===== src/rtl/mem_lsu.sv =====
// MEM-stage load/store unit: runs one data-memory access at a time over a
// req/gnt/rvalid bus, aligns store lanes, extracts and extends load data,
// and stalls the pipeline through hold_req_o while an access is in flight.
module mem_lsu #(
   parameter int unsigned ADDR_W = 32
) (
   input  logic              clk,
   input  logic              rstn,
   input  logic [31:0]       inst_i,
   input  logic [31:0]       instaddr_i,
   input  logic [ADDR_W-1:0] mem_addr_i,
   input  logic [31:0]       st_data_i,
   input  logic              regs_wen_i,
   input  logic [4:0]        rd_addr_i,
   input  logic [31:0]       rd_data_i,
   output logic [31:0]       inst_o,
   output logic [31:0]       instaddr_o,
   output logic              regs_wen_o,
   output logic [4:0]        rd_addr_o,
   output logic [31:0]       rd_data_o,
   output logic              dbus_req_o,
   output logic              dbus_we_o,
   output logic [3:0]        dbus_wem_o,
   output logic [ADDR_W-1:0] dbus_addr_o,
   output logic [31:0]       dbus_wdata_o,
   input  logic              dbus_gnt_i,
   input  logic              dbus_rvalid_i,
   input  logic [31:0]       dbus_rdata_i,
   output logic              hold_req_o,
   output logic              misalign_o
);

   typedef enum logic [1:0] {IDLE, REQ, WAIT, DONE} state_t;

   state_t            state;
   logic [ADDR_W-1:0] addr_q;
   logic              we_q;
   logic [3:0]        wem_q;
   logic [31:0]       wdata_q;
   logic [2:0]        f3_q;
   logic [1:0]        off_q;
   logic [31:0]       load_res_q;

   logic [6:0]        opcode;
   logic [2:0]        funct3;
   logic [1:0]        off;
   logic              is_load;
   logic              is_store;
   logic              is_mem;
   logic              mis;
   logic              start;
   logic [3:0]        wem_n;
   logic [31:0]       wdata_n;
   logic [31:0]       shifted;
   logic [31:0]       load_ext;

   // Decode the EX/MEM instruction and detect misaligned accesses
   always_comb begin
      opcode   = inst_i[6:0];
      funct3   = inst_i[14:12];
      off      = mem_addr_i[1:0];
      is_load  = (opcode == 7'b0000011) &&
                 (funct3 inside {3'b000, 3'b001, 3'b010, 3'b100, 3'b101});
      is_store = (opcode == 7'b0100011) &&
                 (funct3 inside {3'b000, 3'b001, 3'b010});
      is_mem   = is_load || is_store;
      mis      = is_mem && (((funct3[1:0] == 2'b01) && off[0]) ||
                            ((funct3[1:0] == 2'b10) && (off != 2'b00)));
      start    = (state == IDLE) && is_mem && !mis;
   end

   // Build store byte mask and lane-replicated write data
   always_comb begin
      wem_n   = '0;
      wdata_n = st_data_i;
      case (funct3[1:0])
         2'b00: begin
            wem_n   = 4'b0001 << off;
            wdata_n = {4{st_data_i[7:0]}};
         end
         2'b01: begin
            wem_n   = 4'b0011 << off;
            wdata_n = {2{st_data_i[15:0]}};
         end
         default: begin
            wem_n   = 4'hF;
            wdata_n = st_data_i;
         end
      endcase
      if (is_load) wem_n = '0;
   end

   // Select the addressed byte/half from the read word and extend it
   always_comb begin
      shifted = dbus_rdata_i >> {off_q, 3'b000};
      case (f3_q)
         3'b000:  load_ext = {{24{shifted[7]}}, shifted[7:0]};
         3'b001:  load_ext = {{16{shifted[15]}}, shifted[15:0]};
         3'b100:  load_ext = {24'h0, shifted[7:0]};
         3'b101:  load_ext = {16'h0, shifted[15:0]};
         default: load_ext = dbus_rdata_i;
      endcase
   end

   // Access sequencer: latch request fields, wait for gnt, then rvalid for loads
   always_ff @(posedge clk or negedge rstn) begin
      if (!rstn) begin
         state      <= IDLE;
         addr_q     <= '0;
         we_q       <= 1'b0;
         wem_q      <= '0;
         wdata_q    <= '0;
         f3_q       <= '0;
         off_q      <= '0;
         load_res_q <= '0;
      end else begin
         case (state)
            IDLE: begin
               if (start) begin
                  addr_q  <= {mem_addr_i[ADDR_W-1:2], 2'b00};
                  we_q    <= is_store;
                  wem_q   <= wem_n;
                  wdata_q <= wdata_n;
                  f3_q    <= funct3;
                  off_q   <= off;
                  state   <= REQ;
               end
            end
            REQ: begin
               if (dbus_gnt_i) state <= we_q ? DONE : WAIT;
            end
            WAIT: begin
               if (dbus_rvalid_i) begin
                  load_res_q <= load_ext;
                  state      <= DONE;
               end
            end
            default: state <= IDLE;
         endcase
      end
   end

   // Bus drive, stall request and MEM/WB forwarding
   always_comb begin
      dbus_req_o   = (state == REQ);
      dbus_we_o    = we_q;
      dbus_wem_o   = wem_q;
      dbus_addr_o  = addr_q;
      dbus_wdata_o = wdata_q;
      hold_req_o   = rstn && (start || (state == REQ) || (state == WAIT));
      misalign_o   = rstn && mis;
      inst_o       = inst_i;
      instaddr_o   = instaddr_i;
      rd_addr_o    = rd_addr_i;
      rd_data_o    = ((state == DONE) && !we_q) ? load_res_q : rd_data_i;
      regs_wen_o   = 1'b0;
      if (rstn) begin
         if (state == DONE)                regs_wen_o = regs_wen_i;
         else if (state == IDLE && !is_mem) regs_wen_o = regs_wen_i;
      end
   end

endmodule

===== config.mk =====
export PLATFORM = sky130hd
export DESIGN_NAME = mem_lsu
export DESIGN_NICKNAME = d
export VERILOG_FILES = /design/src/rtl/mem_lsu.sv
export SDC_FILE = /design/constraint.sdc
export NUM_CORES = 1
export LEC_CHECK = 0
export BUFFER_PORTS_ARGS = -buffer_cell sky130_fd_sc_hd__buf_4
export CORE_AREA = 2 2 146 148
export CTS_BUF_LIST = sky130_fd_sc_hd__clkbuf_16
export DETAILED_ROUTE_END_ITERATION = 8
export DIE_AREA = 0 0 148 150
export SLEW_MARGIN = 20
export SYNTH_ARGS = -nofsm -noshare
export SYNTH_HDL_FRONTEND = slang
export SYNTH_SLANG_ARGS = --single-unit

===== constraint.sdc =====
create_clock -name clk -period 5.6 [get_ports clk]
set_input_delay 0.56 -clock clk [delete_from_list [all_inputs] [get_ports clk]]
set_output_delay 0.56 -clock clk [all_outputs]
set_load 0.05 [all_outputs]

==> flow_summary.json, run 1 <==
{
  "tns_ps": 0,
  "vdd_ir_drop_max_v": 0.000136,
  "worst_path_most_repeated_cell": "buf_4",
  "place_area_um2": 7670,
  "antenna_found_initial": 0,
  "boundaryPins": 376,
  "endpoint_kind": "primary output",
  "p_leak_uw": 0.00386,
  "row_count": 53,
  "fin_crit_sh_pct": 54.2,
  "arrival_ps": 2480,
  "status": "finished, final reports clean",
  "drt_iter0_markers": 114,
  "cts_buffers": 9,
  "grt_max_degree": 51,
  "startpoint_type": "primary input",
  "synthCells": 589,
  "min_path_type": "primary input to asynchronous set/reset pin",
  "yosys_warnings": 0,
  "ant_nets": 0,
  "gp_congestion": 0.747,
  "layout_commonest_cell": "buf_4",
  "slowest_stage": "nor2_4",
  "final_nets": 957,
  "die-height_um": 150,
  "finalSetupViolCount": 0,
  "async_flop_share_pct": 100,
  "worstSkewPairLatency_ps": 350,
  "final_cells": 1031,
  "postCtsSetupRepairBufs": 0,
  "layout_common_cells": "buf_4 (264), dfrtp_1 (106), o21ai_0 (74), mux2_2 (67), nor2_1 (36)",
  "syn_to_final_growth_pct": 31.6,
  "root_buffer": "clkbuf_16",
  "die_x_um": 148,
  "seqCellArea_um2": 2650,
  "grt_overflow": 0,
  "wl_per_cell_um": 17.7,
  "design_area_um2": 7960,
  "worst_pin_slew_ps": 974,
  "numPortBuffers": 255,
  "synthFlopType": "dfrtp_1",
  "cp_cell_sequence": "buf_4 > o21ai_1 > nand4_4 > nor2_4 > o31a_1 > buf_4",
  "cts.clk_slew.worst_paths_ps": 70,
  "dp_cells": 1015,
  "multiInputGateArea_um2": 2670,
  "ys_ff_latch": 106,
  "drive_above_1_share_pct": 47.8,
  "cp_data_required_time_ps": 5040,
  "hold_viol": 0,
  "antenna-diode-count": 0,
  "cts.repair.resized": 0,
  "drv_slew": 0,
  "drt_wl_total_mm": 18.2,
  "syn_area_per_cell_um2": 10.3,
  "cts_tree": "built",
  "ys_seq_area_share_pct": 43.8,
  "synth_edf_count": 0,
  "dp_hpwl_mm": 13.3,
  "rsz0062_at_grt": "false",
  "grt_pass1_vias": 4856,
  "p_per_area_nw_per_um2": 404,
  "fillers": 2104,
  "hold_buffers": 0,
  "synth_area_um2": 6050,
  "period_minus_slack_ps": 3040,
  "cts_max_level": 3,
  "max_freq_ghz": 0.329,
  "start_util_pct": 29.2,
  "max_slew_margin_pct": 34.8,
  "die_area_um2": 22200,
  "grt_pass1_wl_mm": 27.5,
  "cpPeakStageDelay_ps": 580,
  "firstDrtPassIters": 4,
  "core_um2": 20700,
  "drv_cap": 0,
  "vias": 4956,
  "clockBufferDepth": 2,
  "clock_sinks": 106,
  "synth_cell_type_count": 44,
  "fin_skew_ps": 12.6,
  "grt_usage_pct": 15.9,
  "path_class": "primary input to primary output",
  "crit_fanout": 37,
  "drc_errors": 0,
  "avgViaCountPerCell": 4.81
}
-- flip-flops by register name (all words and copies together), names as in the netlist --
signal	flops
off_q	2
load_res_q	32
dbus_wem_o	4
f3_q	3
dbus_we_o	1
state	2
dbus_addr_o	30
dbus_wdata_o	32
-- cells by family (layout without fill, tap and decap cells) --
group                    Yosys count  in the layout  synth area share (%)
adder cells (fa/ha/maj)            4              4                 0.827
flip-flops                       106            106                  43.8
multiplexers                     111            111                  20.4
other                              1              2                0.0620
buffers and inverters            118            284                  12.2
AO/OA/AOI/OAI                    158            158                  14.9
AND/OR/NAND/NOR                   91             91                  7.80
-- critical path: cells and delay by family --
| family | cells | cell delay (ps) |
|---|---|---|
| compound gates | 2 | 440 |
| buf+inv | 2 | 430 |
| simple gates | 2 | 1020 |
-- cell usage after synthesis (all sizes together), types with 2 or more instances --
cell,n,area [µm²]
mux2,75,863
ha,4,50.1
clkbuf,26,97.6
nor2b,3,18.8
nand4,2,27.5
nand2,25,93.8
dfrtp,106,2650
or4,2,15.0
o21ai,75,375
a2bb2oi,7,61.3
buf,88,624
mux2i,35,350
a21oi,35,175
nor2,37,146
o2bb2ai,7,61.3
o22ai,26,163
inv,4,15.0
nand2b,6,37.5
nand3b,9,67.6
-- area by class of cell --
cell class | count | area share (%)
flip-flops and latches | 106 | 33.3
clock inverters | 7 | 0.849
inverters | 4 | 0.189
repair buffers | 264 | 24.9
clock buffers | 9 | 2.83
multi-input cells | 366 | 33.6
well taps | 275 | 4.32
-- metal layers --
layer / wire length, µm / part of all wire, % / GRT usage [%]
met2: 8390 / 46 / 25.1
met4: 355 / 2.0 / 5.38
met5: 0 / 0 / 0
met3: 1350 / 7.4 / 3.96
met1: 8100 / 45 / 21.3
-- where the power goes --
part / switching (µW) / internal [µW] / total [µW]
Combinational: 963 / 536 / 1500
Sequential: 118 / 942 / 1060
Clock: 306 / 348 / 654
-- path summary, 6_finish.rpt --
kind	end	from	slack (ps)	depth (start not counted)
max reg2reg	dbus_addr_o[19]$_DFFE_PN0P_	state[0]$_DFFE_PN0P_	3060	7
min reg2reg	load_res_q[2]$_DFFE_PN0P_	load_res_q[2]$_DFFE_PN0P_	480	2
min in group clk	dbus_addr_o[27]$_DFFE_PN0P_	mem_addr_i[27]	420	2
min	dbus_wem_o[0]$_DFFE_PN0P_	rstn	100	1
max	hold_req_o	inst_i[13]	2560	6
max in group asynchronous	load_res_q[20]$_DFFE_PN0P_	rstn	3950	3
-- per-stage QoR --
| step | setup slack, ps | total power [µW] | util (%) | hold slack [ps] |
|---|---|---|---|---|
| after floorplan | 3000 | 2210 | - | 264 |
| final | 2560 | 3210 | 38.5 | 99.0 |
| after global routing | 2360 | 3400 | 38.5 | 97.8 |
| after global placement | 2540 | 2580 | 37.1 | 463 |
| after CTS | 2520 | 3260 | 38.5 | 86.3 |
| after detailed placement | 2520 | 2590 | 37.1 | 467 |
Note: power is estimated with default switching activity, not from simulation.
==> inputs of run 2 (changes only) <==
--- a/config.mk
+++ b/config.mk
@@ -6,10 +6,10 @@
 export NUM_CORES = 1
 export LEC_CHECK = 0
 export BUFFER_PORTS_ARGS = -buffer_cell sky130_fd_sc_hd__buf_4
-export CORE_AREA = 2 2 146 148
+export CORE_AREA = 2 2 148 150
 export CTS_BUF_LIST = sky130_fd_sc_hd__clkbuf_16
 export DETAILED_ROUTE_END_ITERATION = 8
-export DIE_AREA = 0 0 148 150
+export DIE_AREA = 0 0 150 152
 export SLEW_MARGIN = 20
 export SYNTH_ARGS = -nofsm -noshare
 export SYNTH_HDL_FRONTEND = slang
==> constraint.sdc (replaced) <==
create_clock -name clk -period 2.8 [get_ports clk]
set_input_delay 0.28 -clock clk [delete_from_list [all_inputs] [get_ports clk]]
set_output_delay 0.28 -clock clk [all_outputs]
set_load 0.05 [all_outputs]
==> run 2 against run 1 <==
  * Sequential cell count stayed put
  * Largest cell class unchanged
  * Critical path depth grew 2
  * Clock power up 87%
  * Register-to-register slack lost 2500 ps
  * Combinational power up 100%
==> flow_summary.json, run 2 (synthesis results as in run 1) <==
{
  "clock_sinks": 106,
  "cts_buffers": 9,
  "grt_max_degree": 54,
  "fin_skew_ps": 12.4,
  "startpoint_type": "register",
  "fillers": 2181,
  "cp_top_family": "buffers and inverters",
  "wl_per_cell_um": 17.3,
  "clkPwrFrac_pct": 19.3,
  "r2r-start": "state[1]$_DFFE_PN0P_",
  "die-height_um": 152,
  "grt_pass1_vias": 5042,
  "drc_errors": 0,
  "drt_wl_total_mm": 18.0,
  "r2r_slack_ps": 530,
  "layout_common_cells": "buf_4 (269), dfrtp_1 (106), o21ai_0 (74), mux2_2 (67), nor2_1 (36)",
  "drive_above_1_share_pct": 47.7,
  "reg2reg_depth": 5,
  "layout_commonest_cell": "buf_4",
  "period_minus_slack_ps": 2600,
  "reg2reg_to": "dbus_wdata_o[0]$_DFFE_PN0P_",
  "design_area_um2": 8020,
  "highest_layer": "met4",
  "slowest_stage": "dfrtp_1",
  "start_util_pct": 28.3,
  "met2_length_mm": 8.65,
  "min_path_type": "primary input to register",
  "hold_viol": 0,
  "drv_cap": 0,
  "p_seq_share_pct": 33.2,
  "antenna-diode-count": 0,
  "cts_max_level": 3,
  "power_switching_uw": 2770,
  "firstDrtPassIters": 4,
  "critPathLaunch": "state[1]$_DFFE_PN0P_",
  "ant_nets": 0,
  "worst_pin_slew_ps": 1090,
  "crit_fanout": 36,
  "fin_crit_sh_pct": 92.8,
  "boundaryPins": 376,
  "antenna_found_initial": 0,
  "status": "finished, final reports clean",
  "row_count": 54,
  "root_buffer": "clkbuf_16",
  "postCtsSetupRepairBufs": 0,
  "cpPeakStageDelay_ps": 430,
  "p_per_area_nw_per_um2": 792,
  "worst_path_most_repeated_cell": "buf_4",
  "grt_overflow": 0,
  "pre_cts_slack_ps": 531,
  "cts.repair.resized": 0,
  "drv_slew": 0,
  "p_sw_share_pct": 43.6,
  "die_x_um": 150,
  "drt_iter0_markers": 209,
  "vdd_ir_drop_max_v": 0.000349,
  "route.met3.wl_mm": 1.54,
  "tns_ps": 0,
  "cts.clk_slew.worst_paths_ps": 70,
  "fin_ws_ps": 202,
  "syn_to_final_growth_pct": 32.5,
  "avgViaCountPerCell": 4.74,
  "cp_cell_sequence": "inv_1 > ha_1 > o221ai_2 > buf_4 > nor2_4 > buf_12 > o31a_1 > buf_4",
  "grt_usage_pct": 15.6,
  "whs_ps": 148,
  "met1Wirelength_mm": 7.54,
  "worstSkewPairLatency_ps": 350,
  "final_nets": 964,
  "cts_tree": "built",
  "endpoint": "hold_req_o",
  "vias": 4949,
  "arrival_ps": 2320,
  "max_freq_ghz": 0.385,
  "finalSetupViolCount": 0,
  "critPathBufInv": 4,
  "numPortBuffers": 255,
  "core_um2": 21400,
  "place_area_um2": 7730,
  "cp.depth": 8,
  "clockBufferDepth": 2,
  "combPwrFrac_pct": 47.6,
  "gp_congestion": 0.807,
  "rsz0062_at_grt": "false",
  "grt_pass1_wl_mm": 28.1,
  "p_int_uw": 3580,
  "path_class": "register to primary output",
  "cp_data_required_time_ps": 2520,
  "p_leak_uw": 0.00388,
  "endpoint_kind": "primary output",
  "max_slew_margin_pct": 27.6,
  "hold_buffers": 1,
  "dp_hpwl_mm": 13.4,
  "die_area_um2": 22800
}
==> run 2: cell count changes in the layout (fill, tap and decap cells not counted), sizes merged <==
cell,before,now
clkinvlp,0,1
buf,264,270
bufinv,1,0
dlygate4sd3,0,1
==> run 2: worst reg2reg max path: stages (launching register included) <==
cell and delay (ps):
dfrtp_1 410, inv_1 100, ha_1 280, o221ai_2 100, or2_1 850, mux2_2 430
==> run 2: how the worst min path moves through the flow <==
stage | start | to | cells after the start
2_1_floorplan | rstn | dbus_addr_o[10]$_DFFE_PN0P_ | 0
3_3_place_gp | rstn | dbus_addr_o[24]$_DFFE_PN0P_ | 1
3_5_place_dp | rstn | dbus_addr_o[24]$_DFFE_PN0P_ | 1
4_1_cts | mem_addr_i[27] | dbus_addr_o[27]$_DFFE_PN0P_ | 2
5_1_grt | mem_addr_i[27] | dbus_addr_o[27]$_DFFE_PN0P_ | 2
6_report | mem_addr_i[27] | dbus_addr_o[27]$_DFFE_PN0P_ | 2
==> run 2: cell type report <==
class / count / area, µm² / share of cell area [%]
clock buffer: 9 / 225 / 2.81
inverter: 4 / 15.0 / 0.187
sequential: 106 / 2650 / 33.1
clock inverter: 7 / 51.3 / 0.640
timing repair buffer: 271 / 2050 / 25.6
multi-input combinational: 366 / 2670 / 33.3
tap: 280 / 350 / 4.37
==> run 2: power by group through the flow <==
stage | Combinational, µW | Sequential [µW] | Clock (µW)
after floorplan | 2030 | 2390 | 0
after global placement | 3010 | 2140 | 0
after detailed placement | 3030 | 2140 | 0
after CTS | 3050 | 2110 | 1280
after global routing | 3250 | 2160 | 1350
final | 3020 | 2110 | 1220
==> run 2: routing by layer <==
layer	up-vias	GRT usage, %
li1	2356	-
met1	2372	19.4
met2	195	25.8
met3	26	5.08
met4	0	4.63
met5	-	0
==> run 2: stage by stage <==
stage	power [µW]	util, %	instances
floorplan	4420	-	590
global placement	5150	36.2	1026
detailed placement	5170	36.2	1026
CTS	6450	37.5	1043
global route	6760	37.5	1043
finish	6350	37.5	1043
==> inputs of run 3 (changes only) <==
--- a/config.mk
+++ b/config.mk
@@ -6,10 +6,11 @@
 export NUM_CORES = 1
 export LEC_CHECK = 0
 export BUFFER_PORTS_ARGS = -buffer_cell sky130_fd_sc_hd__buf_4
-export CORE_AREA = 2 2 148 150
+export CORE_AREA = 10 10 140 142
 export CTS_BUF_LIST = sky130_fd_sc_hd__clkbuf_16
 export DETAILED_ROUTE_END_ITERATION = 8
 export DIE_AREA = 0 0 150 152
+export PLACE_DENSITY = 0.69
 export SLEW_MARGIN = 20
 export SYNTH_ARGS = -nofsm -noshare
 export SYNTH_HDL_FRONTEND = slang
==> run 3 against run 2 <==
  * Count of clock-buffer cells in the layout did not move
  * Combinational power barely moved
  * Die area did not move
  * Routed wire length rose by 9.7%
  * Worst setup slack got worse by 5.4 ps
  * Maximum frequency fell by 0.21%
  * Clock power barely moved
  * Sequential cell count did not move
  * Non-clock buffer count rose by 3
  * Via count rose by 3.0%
  * Critical path depth did not move
  * Critical path type unchanged
==> flow_summary.json, run 3 (synthesis results as in run 1) <==
{
  "status": "finished, final reports clean",
  "vdd_ir_drop_max_v": 0.000340,
  "endpoint_kind": "primary output",
  "fin_crit_sh_pct": 93.0,
  "drc_errors": 0,
  "row_count": 48,
  "die-height_um": 152,
  "core_um2": 16900,
  "crit_fanout": 30,
  "cts.clk_slew.worst_paths_ps": 80,
  "fin_util_pct": 47.0,
  "fin_skew_ps": 9.38,
  "p_sw_share_pct": 43.8,
  "p_leak_uw": 0.00389,
  "path_class": "register to primary output",
  "die_x_um": 150,
  "grt_pass1_wl_mm": 30.7,
  "whs_ps": 148,
  "finalSetupViolCount": 0,
  "startpoint_type": "register",
  "place_area_um2": 7670,
  "max_slew_margin_pct": 40.7,
  "worstSkewPairLatency_ps": 350,
  "drt_iter0_markers": 257,
  "worst_pin_slew_ps": 890,
  "avgViaCountPerCell": 5.14,
  "worst_path_most_repeated_cell": "buf_4",
  "gp_congestion": 0.825,
  "drv_slew": 0,
  "tns_ps": 0,
  "layout_commonest_cell": "buf_4",
  "clockBufferDepth": 2,
  "final_cells": 991,
  "cp_top_family": "buffers and inverters",
  "dp_hpwl_mm": 15.3,
  "cts_max_level": 3,
  "hold_viol": 0,
  "cp_data_required_time_ps": 2520,
  "drt_wl_total_mm": 19.8,
  "layout_common_cells": "buf_4 (273), dfrtp_1 (106), o21ai_0 (74), mux2_2 (67), nor2_1 (36)",
  "grt_usage_pct": 16.7,
  "dp_cells": 974,
  "antenna-diode-count": 0,
  "cp_cell_sequence": "inv_1 > ha_1 > o221ai_2 > buf_4 > nor2_4 > buf_4 > o31a_1 > buf_4",
  "p_seq_share_pct": 32.9,
  "rsz0062_at_grt": "false",
  "p_int_uw": 3590,
  "die_area_um2": 22800,
  "boundaryPins": 376,
  "min_path_type": "primary input to register",
  "power_switching_uw": 2810,
  "r2r_slack_ps": 640,
  "clock_sinks": 106,
  "root_buffer": "clkbuf_16",
  "numPortBuffers": 255,
  "period_minus_slack_ps": 2600,
  "arrival_ps": 2320,
  "fillers": 1631,
  "firstDrtPassIters": 4,
  "grt_pass1_vias": 5408,
  "antenna_found_initial": 0,
  "cpPeakStageDelay_ps": 410,
  "design_area_um2": 7970,
  "critPathBufInv": 4,
  "syn_to_final_growth_pct": 31.7,
  "combPwrFrac_pct": 47.6,
  "clkPwrFrac_pct": 19.5,
  "slowest_stage": "dfrtp_1",
  "drive_above_1_share_pct": 48.0,
  "start_util_pct": 35.7,
  "wl_per_cell_um": 19.9,
  "max_freq_ghz": 0.384,
  "cts_buffers": 9,
  "ant_nets": 0,
  "cts_tree": "built",
  "grt_max_degree": 53,
  "vias": 5097,
  "p_per_area_nw_per_um2": 804,
  "drv_cap": 0,
  "final_nets": 967,
  "cts.repair.resized": 0,
  "grt_overflow": 0
}
==> run 3: cell count changes in the layout (fill, tap and decap cells not counted), sizes merged <==
cell and change:
buf +3, clkinv -1, inv +1
==> run 3: layout make-up <==
class	instances	area, µm²	share of cell area [%]
flip-flops and latches	106	2650	33.3
multi-input cells	366	2670	33.6
well taps	225	282	3.53
inverters	4	15.0	0.189
clock inverters	7	58.8	0.738
clock buffers	9	225	2.83
repair buffers	274	2060	25.9
==> run 3: timing repair <==
item,in CTS,in global routing
hold buffers,1,0
setup buffers,0,0
endpoints found under the hold margin,17,0
==> run 3: routing by layer <==
metal / share of wire [%] / vias to the layer above / GRT usage, %
met4: 1.7 / 0 / 5.05
met1: 41 / 2438 / 20.1
met2: 47 / 258 / 26.9
li1: - / 2373 / -
met5: 0 / - / 0
met3: 11 / 28 / 6.68
==> run 3: worst paths after layout <==
kind,start,end,depth (start not counted)
max,state[1]$_DFFE_PN0P_,hold_req_o,8
min,mem_addr_i[28],dbus_addr_o[28]$_DFFE_PN0P_,2
max reg2reg,state[1]$_DFFE_PN0P_,dbus_addr_o[11]$_DFFE_PN0P_,7
min reg2reg,load_res_q[1]$_DFFE_PN0P_,load_res_q[1]$_DFFE_PN0P_,2
max in group asynchronous,rstn,dbus_addr_o[6]$_DFFE_PN0P_,3
min in group asynchronous,rstn,load_res_q[14]$_DFFE_PN0P_,2
==> run 3: metrics by stage <==
stage,power [µW],setup WS (ps)
after floorplan,4420,599
after global placement,5170,669
after detailed placement,5210,578
after CTS,6480,165
after global routing,6780,54.2
final,6400,196
==> run 3: power groups by stage <==
stage / combinational (µW) / sequential [µW] / clock, µW
final: 3040 / 2110 / 1250
after global routing: 3280 / 2150 / 1360
after floorplan: 2030 / 2390 / 0
after global placement: 3040 / 2130 / 0
after detailed placement: 3070 / 2140 / 0
after CTS: 3080 / 2110 / 1290
==> run 3: worst register-to-register path: cells and delay by family (launching register included) <==
family          cells  cell delay (ps)
simple gates        1              140
fa+ha+maj           1              300
compound gates      1              140
buf+inv             3              660
mux                 1              390
flops               1              410
